### config.mk
export PLATFORM = sky130hd
export DESIGN_NAME = spi_regfile_arbiter
export DESIGN_NICKNAME = d
export VERILOG_FILES = /design/src/rtl/spi_regfile_arbiter.sv
export SDC_FILE = /design/constraint.sdc
export NUM_CORES = 1
export LEC_CHECK = 0
export ABC_AREA = 1
export CAP_MARGIN = 20
export CORE_MARGIN = 5
export CORE_UTILIZATION = 30
export DETAILED_ROUTE_END_ITERATION = 7
export HOLD_SLACK_MARGIN = 0.02
export PLACE_DENSITY_LB_ADDON = 0.1
export SKIP_CTS_REPAIR_TIMING = 1
export SLEW_MARGIN = 20
export SYNTH_ARGS = -nofsm -noshare
export SYNTH_HDL_FRONTEND = slang
export SYNTH_SLANG_ARGS = --single-unit
### constraint.sdc
create_clock -name i_clk -period 1.1 [get_ports i_clk]
set_input_delay 0.22 -clock i_clk [delete_from_list [all_inputs] [get_ports i_clk]]
set_output_delay 0.22 -clock i_clk [all_outputs]
set_load 0.05 [all_outputs]
### src/rtl/spi_regfile_arbiter.sv
// ============================================================================
// Module   : spi_regfile_arbiter
// Purpose  : Serializes register-file accesses from an SPI slave front end
//            (four-phase level handshake, already in the i_clk domain) and
//            from the core (req / one-cycle ack pulse) onto the single
//            read/write port of a register file. A three-state sequencer
//            (IDLE -> ACCESS -> CAPTURE) gives one access every three cycles.
// Options  : SPI_ARB_RR_EN - when defined, contention is resolved round-robin
//            using a 1-bit last-winner pointer; otherwise SPI always wins.
// Ports    :
//   i_clk, i_rst                  clock, asynchronous active-high reset
//   i_spi_req/we/addr/wdata       SPI command (level request)
//   o_spi_ack, o_spi_rdata        SPI acknowledge level and read data
//   i_core_req/we/addr/wdata      core command (held until ack pulse)
//   o_core_ack, o_core_rdata      core completion pulse and read data
//   o_rf_en/we/addr/wdata         register-file port strobe and command
//   i_rf_rdata                    register-file read data (cycle after en)
// Revision : 1.0 - initial release
// ============================================================================
`default_nettype none

module spi_regfile_arbiter #(
    parameter int ADDR_W = 7,
    parameter int DATA_W = 8
) (
    input  logic              i_clk,
    input  logic              i_rst,
    input  logic              i_spi_req,
    input  logic              i_spi_we,
    input  logic [ADDR_W-1:0] i_spi_addr,
    input  logic [DATA_W-1:0] i_spi_wdata,
    output logic              o_spi_ack,
    output logic [DATA_W-1:0] o_spi_rdata,
    input  logic              i_core_req,
    input  logic              i_core_we,
    input  logic [ADDR_W-1:0] i_core_addr,
    input  logic [DATA_W-1:0] i_core_wdata,
    output logic              o_core_ack,
    output logic [DATA_W-1:0] o_core_rdata,
    output logic              o_rf_en,
    output logic              o_rf_we,
    output logic [ADDR_W-1:0] o_rf_addr,
    output logic [DATA_W-1:0] o_rf_wdata,
    input  logic [DATA_W-1:0] i_rf_rdata
);

    typedef enum logic [1:0] {
        ST_IDLE    = 2'd0,
        ST_ACCESS  = 2'd1,
        ST_CAPTURE = 2'd2
    } state_t;

    localparam logic [1:0] c_GNT_NONE = 2'b00;
    localparam logic [1:0] c_GNT_SPI  = 2'b01;
    localparam logic [1:0] c_GNT_CORE = 2'b10;

    state_t              r_state,        w_state_nxt;
    logic [1:0]          r_gnt,          w_gnt_nxt;
    logic                r_spi_ack,      w_spi_ack_nxt;
    logic [DATA_W-1:0]   r_spi_rdata,    w_spi_rdata_nxt;
    logic                r_core_ack,     w_core_ack_nxt;
    logic [DATA_W-1:0]   r_core_rdata,   w_core_rdata_nxt;
    logic                r_rf_en,        w_rf_en_nxt;
    logic                r_rf_we,        w_rf_we_nxt;
    logic [ADDR_W-1:0]   r_rf_addr,      w_rf_addr_nxt;
    logic [DATA_W-1:0]   r_rf_wdata,     w_rf_wdata_nxt;

    logic w_spi_elig;
    logic w_core_elig;
    logic w_pick_spi;
    logic w_pick_core;

    // A requester whose ack is still showing has already been served; masking
    // it here prevents a held SPI level or a core req lingering in its ack
    // cycle from being granted twice.
    assign w_spi_elig  = i_spi_req  & ~r_spi_ack;
    assign w_core_elig = i_core_req & ~r_core_ack;

`ifdef SPI_ARB_RR_EN
    // 1 = core won the most recent grant, 0 = SPI won it.
    logic r_last_core;

    always_ff @(posedge i_clk or posedge i_rst) begin
        if (i_rst) begin
            r_last_core <= 1'b0;
        end else if ((r_state == ST_IDLE) && (w_pick_spi | w_pick_core)) begin
            r_last_core <= w_pick_core;
        end
    end

    // Under contention the side that did not win last time goes first.
    assign w_pick_spi = w_spi_elig & (~w_core_elig | r_last_core);
`else
    assign w_pick_spi = w_spi_elig;
`endif

    assign w_pick_core = w_core_elig & ~w_pick_spi;

    always_ff @(posedge i_clk or posedge i_rst) begin
        if (i_rst) begin
            r_state      <= ST_IDLE;
            r_gnt        <= c_GNT_NONE;
            r_spi_ack    <= 1'b0;
            r_spi_rdata  <= '0;
            r_core_ack   <= 1'b0;
            r_core_rdata <= '0;
            r_rf_en      <= 1'b0;
            r_rf_we      <= 1'b0;
            r_rf_addr    <= '0;
            r_rf_wdata   <= '0;
        end else begin
            r_state      <= w_state_nxt;
            r_gnt        <= w_gnt_nxt;
            r_spi_ack    <= w_spi_ack_nxt;
            r_spi_rdata  <= w_spi_rdata_nxt;
            r_core_ack   <= w_core_ack_nxt;
            r_core_rdata <= w_core_rdata_nxt;
            r_rf_en      <= w_rf_en_nxt;
            r_rf_we      <= w_rf_we_nxt;
            r_rf_addr    <= w_rf_addr_nxt;
            r_rf_wdata   <= w_rf_wdata_nxt;
        end
    end

    always_comb begin
        w_state_nxt      = r_state;
        w_gnt_nxt        = r_gnt;
        w_rf_en_nxt      = 1'b0;
        w_rf_we_nxt      = r_rf_we;
        w_rf_addr_nxt    = r_rf_addr;
        w_rf_wdata_nxt   = r_rf_wdata;
        w_spi_rdata_nxt  = r_spi_rdata;
        w_core_rdata_nxt = r_core_rdata;
        w_core_ack_nxt   = 1'b0;
        // SPI ack release runs beside the sequencer: it drops on the edge
        // that samples the request low, whatever the FSM is doing.
        w_spi_ack_nxt    = r_spi_ack & i_spi_req;

        case (r_state)
            ST_IDLE: begin
                if (w_pick_spi) begin
                    w_gnt_nxt      = c_GNT_SPI;
                    w_rf_en_nxt    = 1'b1;
                    w_rf_we_nxt    = i_spi_we;
                    w_rf_addr_nxt  = i_spi_addr;
                    w_rf_wdata_nxt = i_spi_wdata;
                    w_state_nxt    = ST_ACCESS;
                end else if (w_pick_core) begin
                    w_gnt_nxt      = c_GNT_CORE;
                    w_rf_en_nxt    = 1'b1;
                    w_rf_we_nxt    = i_core_we;
                    w_rf_addr_nxt  = i_core_addr;
                    w_rf_wdata_nxt = i_core_wdata;
                    w_state_nxt    = ST_ACCESS;
                end
            end
            ST_ACCESS: begin
                w_state_nxt = ST_CAPTURE;
            end
            ST_CAPTURE: begin
                // Read data from the register file is valid in this cycle.
                if (r_gnt == c_GNT_SPI) begin
                    w_spi_ack_nxt = 1'b1;
                    if (!r_rf_we) begin
                        w_spi_rdata_nxt = i_rf_rdata;
                    end
                end else if (r_gnt == c_GNT_CORE) begin
                    w_core_ack_nxt = 1'b1;
                    if (!r_rf_we) begin
                        w_core_rdata_nxt = i_rf_rdata;
                    end
                end
                w_gnt_nxt   = c_GNT_NONE;
                w_state_nxt = ST_IDLE;
            end
            default: begin
                w_gnt_nxt   = c_GNT_NONE;
                w_state_nxt = ST_IDLE;
            end
        endcase
    end

    assign o_spi_ack    = r_spi_ack;
    assign o_spi_rdata  = r_spi_rdata;
    assign o_core_ack   = r_core_ack;
    assign o_core_rdata = r_core_rdata;
    assign o_rf_en      = r_rf_en;
    assign o_rf_we      = r_rf_we;
    assign o_rf_addr    = r_rf_addr;
    assign o_rf_wdata   = r_rf_wdata;

endmodule

`default_nettype wire

# Word level (Yosys, flattened, before mapping)
# Index checks and enable logic that the tools add are counted.
# Widths: inputs -> output; s select.
# word_totals
regBits	39
inputBits	44
output_inout_bits	35
elab_cells	51
# classes
n_eq_ne	5
muxes	20
bitwise_logic	10
n_reduce_logical	6
# op_table
op	count
$mux 8	2
$mux 7	2
$mux 1	10
$mux 2	4
$pmux 2 s2	2
$not 1->1	6
$and 1x1->1	4
$eq 2x1->1 const B	2
$eq 2x2->1 const B	2
$reduce_and 2->1	2
$reduce_and 4->1	1
$ne 3x3->1 const B	1
$reduce_and 3->1	1
$logic_not 2->1	1
$reduce_bool 2->1	1

# Depth between registers and ports, before layout
# Gate-level depths: netlist of run 1.
# logic_depth
depth_word	7
ltp_mapped	8
ltp_nobuf	7

# Worst setup path before layout of run 1
# Ideal clock, no wire load.
# synth_path
path_kind	reg2reg
startpoint	register r_spi_ack, in the netlist o_spi_ack
endpoint	register r_rf_we, in the netlist o_rf_we
setup_time_ps	118
arrival_ps	1312
required_time_ps	982
path_slack_ps	-331
path_stages_with_launch	9
n_path_buf	1
period_less_slack_ps	1431
cell_sequence	dfrtp_1 inv_4 nand2_8 nand2_4 nand2_8 inv_8 buf_12 nand2_2 nand2_1
# synth_between
elab_chain_len	6
elab_cells_between_ends	7
cone_classes	1 x mux; 4 x bitwise; 2 x reduce/logical
# synth_lines
item	line_no	text
start: declaration	59	logic r_spi_ack, w_spi_ack_nxt;
start signal: assignment	114	r_spi_ack <= w_spi_ack_nxt;
$not 1->1 (*)	76	assign w_spi_elig = i_spi_req & ~r_spi_ack;
$and 1x1->1 (*)	76	
$not 1->1	97	assign w_pick_core = w_core_elig & ~w_pick_spi;
$and 1x1->1	97	
$reduce_bool 2->1 (no line)	-	
$reduce_and 2->1 (no line)	-	
end signal: assignment	119	r_rf_we <= w_rf_we_nxt;
end: declaration	64	logic r_rf_we, w_rf_we_nxt;
# Mark *: on every way between the ends. The rest lies on a longest branch, timed or not.
# A chain may end at the register's enable or synchronous reset.

# Worst setup path after layout of run 1
# layout_path
startpoint	register r_spi_ack, in the netlist o_spi_ack
endpoint	output port o_spi_ack
# layout_rtl
item	line_no	text
end: declaration	32	output logic o_spi_ack,
# No word-level cell between the ends.

==> results.md, run 1 <==
* Die H at 88.3 um
* Routed Antenna Nets at 0
* Reg-to-Reg Start: r_state[1]$_DFFE_PP0P_
* Clk Latency, worst-skew pair at 0.29 ns
* Top post-synthesis cells by count: nand2_1, dfrtp_1, nand3_1
* HPWL Detailed at 3.73 mm
* Period Utilization, post-route at 1.11
* Avg Inst Size Synth at 8.21 um2
* Final hold viol count at 0
* # DRC at 0
* Slowest Stage Delay on Critical Path at 0.44 ns
* Final WL at 5.55 mm
* Initial antenna violation count at 0
* Clk sinks at 39
* Vias in the first global route at 1729
* Synth-to-layout area growth at 108%
* Register area share after synthesis at 0.531
* Post-Synth Simple-Gate Area at 0.407
* Post-synth top area cell: dfrtp_1
* Layout cells sized above 1 at 0.503
* Register area at 980 um2
* Total power density per cell area at 3170 nW/um2
* Hold Path Class: input pin to asynchronous set/reset pin
* # IOs at 79
* Synth Area in Adders at 0
* Yosys cell types at 18
* Root Driver: clkbuf_8
* Final setup violation count at 21
* Status: complete, but fails checks
* Total GRT Usage at 0.136
* Rel. slew slack at 0.819
* Slew Viols, Final at 0
* Max cap viols at 0
* Area of the multi-input gates at 1050 um2
* Initial DRC Count at 62
* Critical path data required time at 0.88 ns
* Main combinational cell family by area after synthesis: simple AND/OR/NAND/NOR gates
* Min Clock Period, post-route at 1.22 ns
* Largest net degree at the start of global routing at 40
* RSZ-0062 raised after global routing: true
* Vias at 1854
* Warnings, synthesis at 0
* Total core area at 5960 um2
* CTS tree: yes
* Layout Cells excl Fill at 423
* First-pass GRT wire length at 8.16 mm
* GRT Residual Overflow at 0
* Number of I/O port buffers at 78
* Crit-path max FO at 2
* CTS Buf Count at 5
* Crit path DAT at 1.00 ns
* Post-DR vias/cell at 4.38
* Syn_nets at 268
* Worst-Margin Slew at 0.272 ns
* Pre-antenna DRT Iters at 4
* DIE AREA at 7790 um2
* Post-Synth XOR/XNOR Area at 0
* Synth Cell Area at 1840 um2
* Fillcell total at 501
* Post-synth ARST share at 1.00
* Crit path cell chain: buf_6 > buf_12
* Synth top area share at 0.531
* Critical path origin: o_spi_ack$_DFF_PP0_
* Endpoint class of the critical path: output pin
* Final core utilization at 0.643
* Mux cell area share after synthesis at 0
* LEAKAGE at 1.87 nW
* Max clock buf depth at 2
* Dominant cell by count in the synthesized netlist: nand2_1
* Routed WL per cell at 13.1 um
* RD Place Congestion at 0.732
* Die width at 88.3 um
* Maximum VDD drop at 2020 uV
* Setup CP Type: flip-flop to output pin
* Row Count at 28
* Fin nets at 391
* Setup Skew at 0.0108 ns
* FMAX at 821 MHz
* Initial core utilization at 0.309
* Flop and latch count out of synthesis at 39
* Ranking of synthesized cells by area: dfrtp_1, nand2_1, nand3_1
* Placed insts at 388
* Main flop type after synthesis: dfrtp_1
* Post-Syn Instances at 224
* EDFF count, synth at 0
* Antenna Cells at 0
* H-tree Lvls at 2
* Setup crit start kind: flip-flop
* Setup WS pre-CTS at -0.412 ns
* Worst-path clk slew at 0.08 ns
* Failing checks: setup timing
* Final hold slack at 0.323 ns
* Slowest CP cell: dfrtp_2
* Synth Area in Compound Gates at 0.00272
* Final worst slack at -0.118 ns
-- state kept, by name, summed over array words and instances (netlist names) --
register,count
o_rf_wdata,8
o_spi_ack,1
o_core_rdata,8
o_rf_addr,7
o_rf_we,1
o_spi_rdata,8
r_state,2
o_rf_en,1
o_core_ack,1
r_gnt,2
-- through the flow --
step / power [mW] / instance area (um2) / setup TNS (ns)
CTS: 10.8 / 3250 / -2.15
global placement: 9.76 / 3170 / -6.87
finish: 12.1 / 3830 / -0.747
detailed placement: 9.84 / 3170 / -7.78
floorplan: 6.24 / 1850 / -2.36
global route: 12.8 / 3830 / -3.39
-- metal layers --
metal  vias up  share of wire  GRT usage
li1        945              -          -
met1       849           0.40      0.184
met2        55           0.52      0.216
met3         5          0.067     0.0410
met4         0         0.0088     0.0330
met5         -              0          0
-- cell families after synthesis --
| logic type | after synthesis |
|---|---|
| compound gates | 1 |
| buf+inv | 18 |
| flops | 39 |
| simple gates | 166 |
-- cell usage in the layout, fill, tap and decap left out, drive strengths merged --
master / n
clkinv: 3
dfrtp: 39
nand3: 34
o21ai: 1
nand2: 131
nor2: 3
clkdlybuf4s50: 42
clkinvlp: 2
dlymetal6s2s: 1
inv: 10
buf: 74
clkbuf: 8
-- power by group --
group	total (mW)	internal, mW	switching (mW)
Combinational	8.29	4.02	4.28
Clock	0.923	0.445	0.478
Sequential	2.92	2.13	0.793
Total	12.1	6.59	5.55
-- worst paths after layout --
path | end | cells past startpoint | slack (ns)
min | o_rf_addr[5]$_DFFE_PP0P_ | 3 | 0.32
min reg2reg | r_gnt[1]$_DFFE_PP0P_ | 2 | 0.51
min in group i_clk | r_gnt[1]$_DFFE_PP0P_ | 5 | 0.51
max in group asynchronous | o_rf_we$_DFFE_PP0P_ | 3 | 0.57
max | o_spi_ack | 2 | -0.12
max reg2reg | o_rf_addr[2]$_DFFE_PP0P_ | 6 | -0.04
-- worst max-delay path: cells and delay by family (launching register included) --
family | cells | cell delay (ns)
flops | 1 | 0.44
buf+inv | 2 | 0.28
-- final cells by class --
cell class              count  area share
repair buffers            118       0.398
multi-input cells         169       0.276
flip-flops and latches     39       0.256
well taps                  75      0.0245
clock buffers               7      0.0199
inverters                  12      0.0177
repair inverters            2     0.00719
clock inverters             1     0.00131
Note: power is estimated with default switching activity, not from simulation.
==> run 2, diff against run 1 <==
--- a/config.mk
+++ b/config.mk
@@ -11,7 +11,7 @@
 export CORE_UTILIZATION = 30
 export DETAILED_ROUTE_END_ITERATION = 7
 export HOLD_SLACK_MARGIN = 0.02
-export PLACE_DENSITY_LB_ADDON = 0.1
+export PLACE_DENSITY_LB_ADDON = 0.15
 export SKIP_CTS_REPAIR_TIMING = 1
 export SLEW_MARGIN = 20
 export SYNTH_ARGS = -nofsm -noshare
==> constraint.sdc (replaced) <==
create_clock -name i_clk -period 1.15 [get_ports i_clk]
set_input_delay 0.23 -clock i_clk [delete_from_list [all_inputs] [get_ports i_clk]]
set_output_delay 0.23 -clock i_clk [all_outputs]
set_load 0.05 [all_outputs]
==> results.md, run 2 (synthesis gave the netlist of run 1 again) <==
* Final hold viol count at 0
* Root Driver: clkbuf_8
* Final worst slack at -0.0610 ns
* Register area at 980 um2
* Min Clock Period, post-route at 1.21 ns
* Setup CP Type: flip-flop to output pin
* Endpoint class of the critical path: output pin
* First-pass GRT wire length at 7.95 mm
* Die H at 88.3 um
* RD Place Congestion at 0.751
* Final WL at 4.99 mm
* Area of the multi-input gates at 779 um2
* LEAKAGE at 1.64 nW
* Reg2Reg Depth at 7
* Initial antenna violation count at 0
* RSZ-0062 raised after global routing: true
* # IOs at 79
* Number of I/O port buffers at 78
* Layout cells sized above 1 at 0.264
* Maximum VDD drop at 1620 uV
* Hold Path Class: input pin to asynchronous set/reset pin
* Total power density per cell area at 3130 nW/um2
* # DRC at 0
* Vias at 1760
* Clk Latency, worst-skew pair at 0.28 ns
* Critical path data required time at 0.92 ns
* Total GRT Usage at 0.131
* Initial DRC Count at 49
* Die width at 88.3 um
* Max clock buf depth at 2
* Slew Viols, Final at 0
* Critical path origin: o_spi_ack$_DFF_PP0_
* Initial core utilization at 0.309
* DIE AREA at 7790 um2
* Vias in the first global route at 1735
* Fillcell total at 591
* Worst-Margin Slew at 0.251 ns
* FMAX at 826 MHz
* Final hold slack at 0.292 ns
* Antenna Cells at 0
* Largest net degree at the start of global routing at 31
* Failing checks: setup timing
* Row Count at 28
* Setup crit start kind: flip-flop
* Setup Skew at 0.00416 ns
* Clk sinks at 39
* Period Utilization, post-route at 1.05
* Post-DR vias/cell at 4.43
* CTS tree: yes
* Reg-to-Reg Start: o_spi_ack$_DFF_PP0_
* CTS Buf Count at 5
* Fin nets at 365
* Worst-path clk slew at 0.07 ns
* Layout Cells excl Fill at 397
* H-tree Lvls at 2
* Crit-path max FO at 2
* Rel. slew slack at 0.833
* Synth-to-layout area growth at 79.2%
* GRT Residual Overflow at 0
* Final setup violation count at 2
* Crit path DAT at 0.98 ns
* Total core area at 5960 um2
* Routed Antenna Nets at 0
* Placed insts at 386
* Most common cell after layout, fill and taps aside: nand2_1
* Max cap viols at 0
* Pre-antenna DRT Iters at 4
* HPWL Detailed at 3.70 mm
* Status: complete, but fails checks
* Commonest non-fill, non-tap cells in the layout: nand2_1, clkdlybuf4s50_1, dfrtp_1, buf_12, nand3_1
* Routed WL per cell at 12.6 um
## run 2: stage by stage
step           cell area [um2]  setup TNS (ns)  utilization  setup slack, ns  power [mW]
2_1_floorplan             1850           -1.30            -           -0.109        5.96
3_3_place_gp              3140           -5.79        0.527           -0.305        9.27
3_5_place_dp              3140           -5.94        0.527           -0.315        9.32
4_1_cts                   3220          -0.258        0.540          -0.0929        10.2
5_1_grt                   3290           -1.14        0.553          -0.0995        10.9
6_report                  3290         -0.0840        0.553          -0.0610        10.3
## run 2: critical path, cell delays in order (launching register included)
cell and delay [ns]:
dfrtp_2 0.43, buf_6 0.13, buf_12 0.14
## run 2: path summary, 6_finish.rpt
| kind | to | slack (ns) |
|---|---|---|
| max in group asynchronous | o_spi_ack$_DFF_PP0_ | 0.67 |
| hold reg to reg | r_gnt[1]$_DFFE_PP0P_ | 0.50 |
| setup reg to reg | r_gnt[0]$_DFFE_PP0P_ | 0.01 |
| hold / removal | o_rf_wdata[2]$_DFFE_PP0P_ | 0.29 |
| setup / recovery | o_spi_ack | -0.06 |
| min in group i_clk | r_gnt[1]$_DFFE_PP0P_ | 0.50 |
## run 2: final cells by class
class / instances / area share
clock buffers: 8 / 0.0243
inverters: 12 / 0.0194
multi-input cells: 168 / 0.237
flip-flops and latches: 39 / 0.297
well taps: 75 / 0.0285
repair buffers: 94 / 0.390
repair inverters: 1 / 0.00342
## run 2: where the power goes
part           internal (mW)  switching (mW)  leakage, nW  total [mW]
combinational           3.05            3.63         1.13        6.69
clock                  0.431           0.443       0.0395       0.874
sequential              2.04           0.716        0.473        2.75
## run 2: routing by layer
| metal | wire, um | track usage | vias to the layer above |
|---|---|---|---|
| li1 | - | - | 893 |
| met1 | 2110 | 0.166 | 802 |
| met3 | 476 | 0.0521 | 4 |
| met4 | 36 | 0.0316 | 0 |
| met5 | 0 | 0 | - |
| met2 | 2370 | 0.209 | 61 |
==> run 3, diff against run 2 <==
--- a/config.mk
+++ b/config.mk
@@ -7,6 +7,7 @@
 export LEC_CHECK = 0
 export ABC_AREA = 1
 export CAP_MARGIN = 20
+export CORE_ASPECT_RATIO = 1.4
 export CORE_MARGIN = 5
 export CORE_UTILIZATION = 30
 export DETAILED_ROUTE_END_ITERATION = 7
==> results.md, run 3 (synthesis gave the netlist of run 1 again) <==
* Status: complete, but fails checks
* Failing checks: setup timing
* Final setup TNS at -0.113 ns
* Pwr Total at 10.7 mW
* Clock network power share at 0.110
* Dpl cell area at 3140 um2
* Worst-path clk slew at 0.08 ns
* # DRC at 0
* CTS Buf Count at 5
* Post-DR vias/cell at 4.49
* DIE AREA at 7810 um2
* First-pass GRT wire length at 8.49 mm
* RR Endpoint: o_rf_addr[5]$_DFFE_PP0P_
* Top delay family on crit path: flip-flops
* Vias at 1756
* Period Utilization, post-route at 1.06
* Routed Antenna Nets at 0
* Design Area, Final at 3350 um2
* Clk Latency, worst-skew pair at 0.29 ns
* Initial core utilization at 0.311
* LEAKAGE at 1.66 nW
* Slowest CP cell: dfrtp_2
* Worst-Margin Slew at 0.263 ns
* CTS tree: yes
* Final worst slack at -0.0666 ns
* Max cap viols at 0
* Reg2Reg Depth at 5
* Pre-antenna DRT Iters at 4
* Hold Path Class: input pin to asynchronous set/reset pin
* Sw frac at 0.455
* Seq pwr share at 0.261
* Initial antenna violation count at 0
* RSZ-0062 raised after global routing: true
* Min Clock Period, post-route at 1.22 ns
* Setup CP Type: flip-flop to output pin
* Crit path cell chain: buf_6 > buf_12
* Final setup violation count at 3
* Maximum VDD drop at 1530 uV
* Reg-to-Reg Start: r_state[0]$_DFFE_PP0P_
* Crit-path max FO at 2
* Layout cells sized above 1 at 0.283
* HPWL Detailed at 4.03 mm
* Initial DRC Count at 36
* Clk sinks at 39
* Routed WL per cell at 13.4 um
* Crit path DAT at 0.99 ns
* Final WL at 5.25 mm
* Final hold slack at 0.276 ns
* Placed insts at 380
* GRT Residual Overflow at 0
* Setup crit start kind: flip-flop
* Comb power frac at 0.629
* Final hold viol count at 0
* Vias in the first global route at 1831
* Row Count at 33
* Area of the multi-input gates at 792 um2
* Synth-to-layout area growth at 82.1%
* Total power density per cell area at 3190 nW/um2
* Internal Power at 5.82 mW
* Endpoint class of the critical path: output pin
* Die H at 103 um
* Total core area at 5900 um2
* Total GRT Usage at 0.136
* Max clock buf depth at 2
* Fin nets at 364
* Most common cell after layout, fill and taps aside: nand2_1
* Root Driver: clkbuf_8
* R2r setup slk at 0.06 ns
* FMAX at 822 MHz
* # IOs at 79
* Slew Viols, Final at 0
* WP buf/inv at 2
* H-tree Lvls at 2
* Largest net degree at the start of global routing at 40
* P_sw at 4.86 mW
* Antenna Cells at 0
* Commonest non-fill, non-tap cells in the layout: nand2_1, clkdlybuf4s50_1, buf_12
* Fillcell total at 525
* Layout Cells excl Fill at 391
* Slowest Stage Delay on Critical Path at 0.43 ns
* Number of I/O port buffers at 78
* Die width at 76.2 um
* Critical path data required time at 0.92 ns
* Register area at 980 um2
* Setup Skew at 0.00926 ns
* RD Place Congestion at 0.789
* Rel. slew slack at 0.825
[run 3: cell types whose count changed in the layout (fill, tap and decap cells not counted), moves of 2 or more]
cell	before	now
clkbuf_1	3	0
nand2_1	114	111
nand2_2	10	13
buf_4	10	8
[run 3: worst max-delay path by stage]
stage / slack [ns] / cells after the start / to / startpoint
floorplan: -0.11 / 8 / o_rf_we$_DFFE_PP0P_ / o_spi_ack$_DFF_PP0_
global placement: -0.30 / 7 / o_rf_addr[2]$_DFFE_PP0P_ / i_spi_req
detailed placement: -0.34 / 7 / o_rf_addr[5]$_DFFE_PP0P_ / i_spi_req
CTS: -0.10 / 2 / o_spi_ack / o_spi_ack$_DFF_PP0_
global route: -0.10 / 2 / o_spi_ack / o_spi_ack$_DFF_PP0_
finish: -0.07 / 2 / o_spi_ack / o_spi_ack$_DFF_PP0_
[run 3: metrics by stage]
stage,worst slack (ns),util
2_1_floorplan,-0.109,-
3_3_place_gp,-0.305,0.531
3_5_place_dp,-0.339,0.531
4_1_cts,-0.102,0.551
5_1_grt,-0.102,0.567
6_report,-0.0666,0.567
[run 3: layer usage]
layer	up-vias	track usage	wire, um
li1	890	-	-
met1	805	0.146	1990
met2	53	0.249	2840
met3	8	0.0428	324
met4	0	0.0525	95
met5	-	0	0
[run 3: area by class of cell]
cell class / instances / area share
tap: 70 / 0.0262
sequential: 39 / 0.293
timing repair inverter: 1 / 0.00486
timing repair buffer: 93 / 0.385
multi-input combinational: 168 / 0.237
inverter: 12 / 0.0191
clock buffer: 6 / 0.0247
clock inverter: 2 / 0.0105
[run 3: tightest hold or removal path: stages]
cell	delay [ns]
clkdlybuf4s50_1	0.40
clkinv_1	0.07
buf_12	0.22
[run 3: power by group through the flow]
stage	Combinational (mW)	Sequential, mW	Clock (mW)
final	6.72	2.79	1.17
after global routing	7.11	2.88	1.27
after CTS	6.57	2.76	1.21
after detailed placement	6.56	2.78	0
after global placement	6.49	2.77	0
after floorplan	1.48	4.47	0
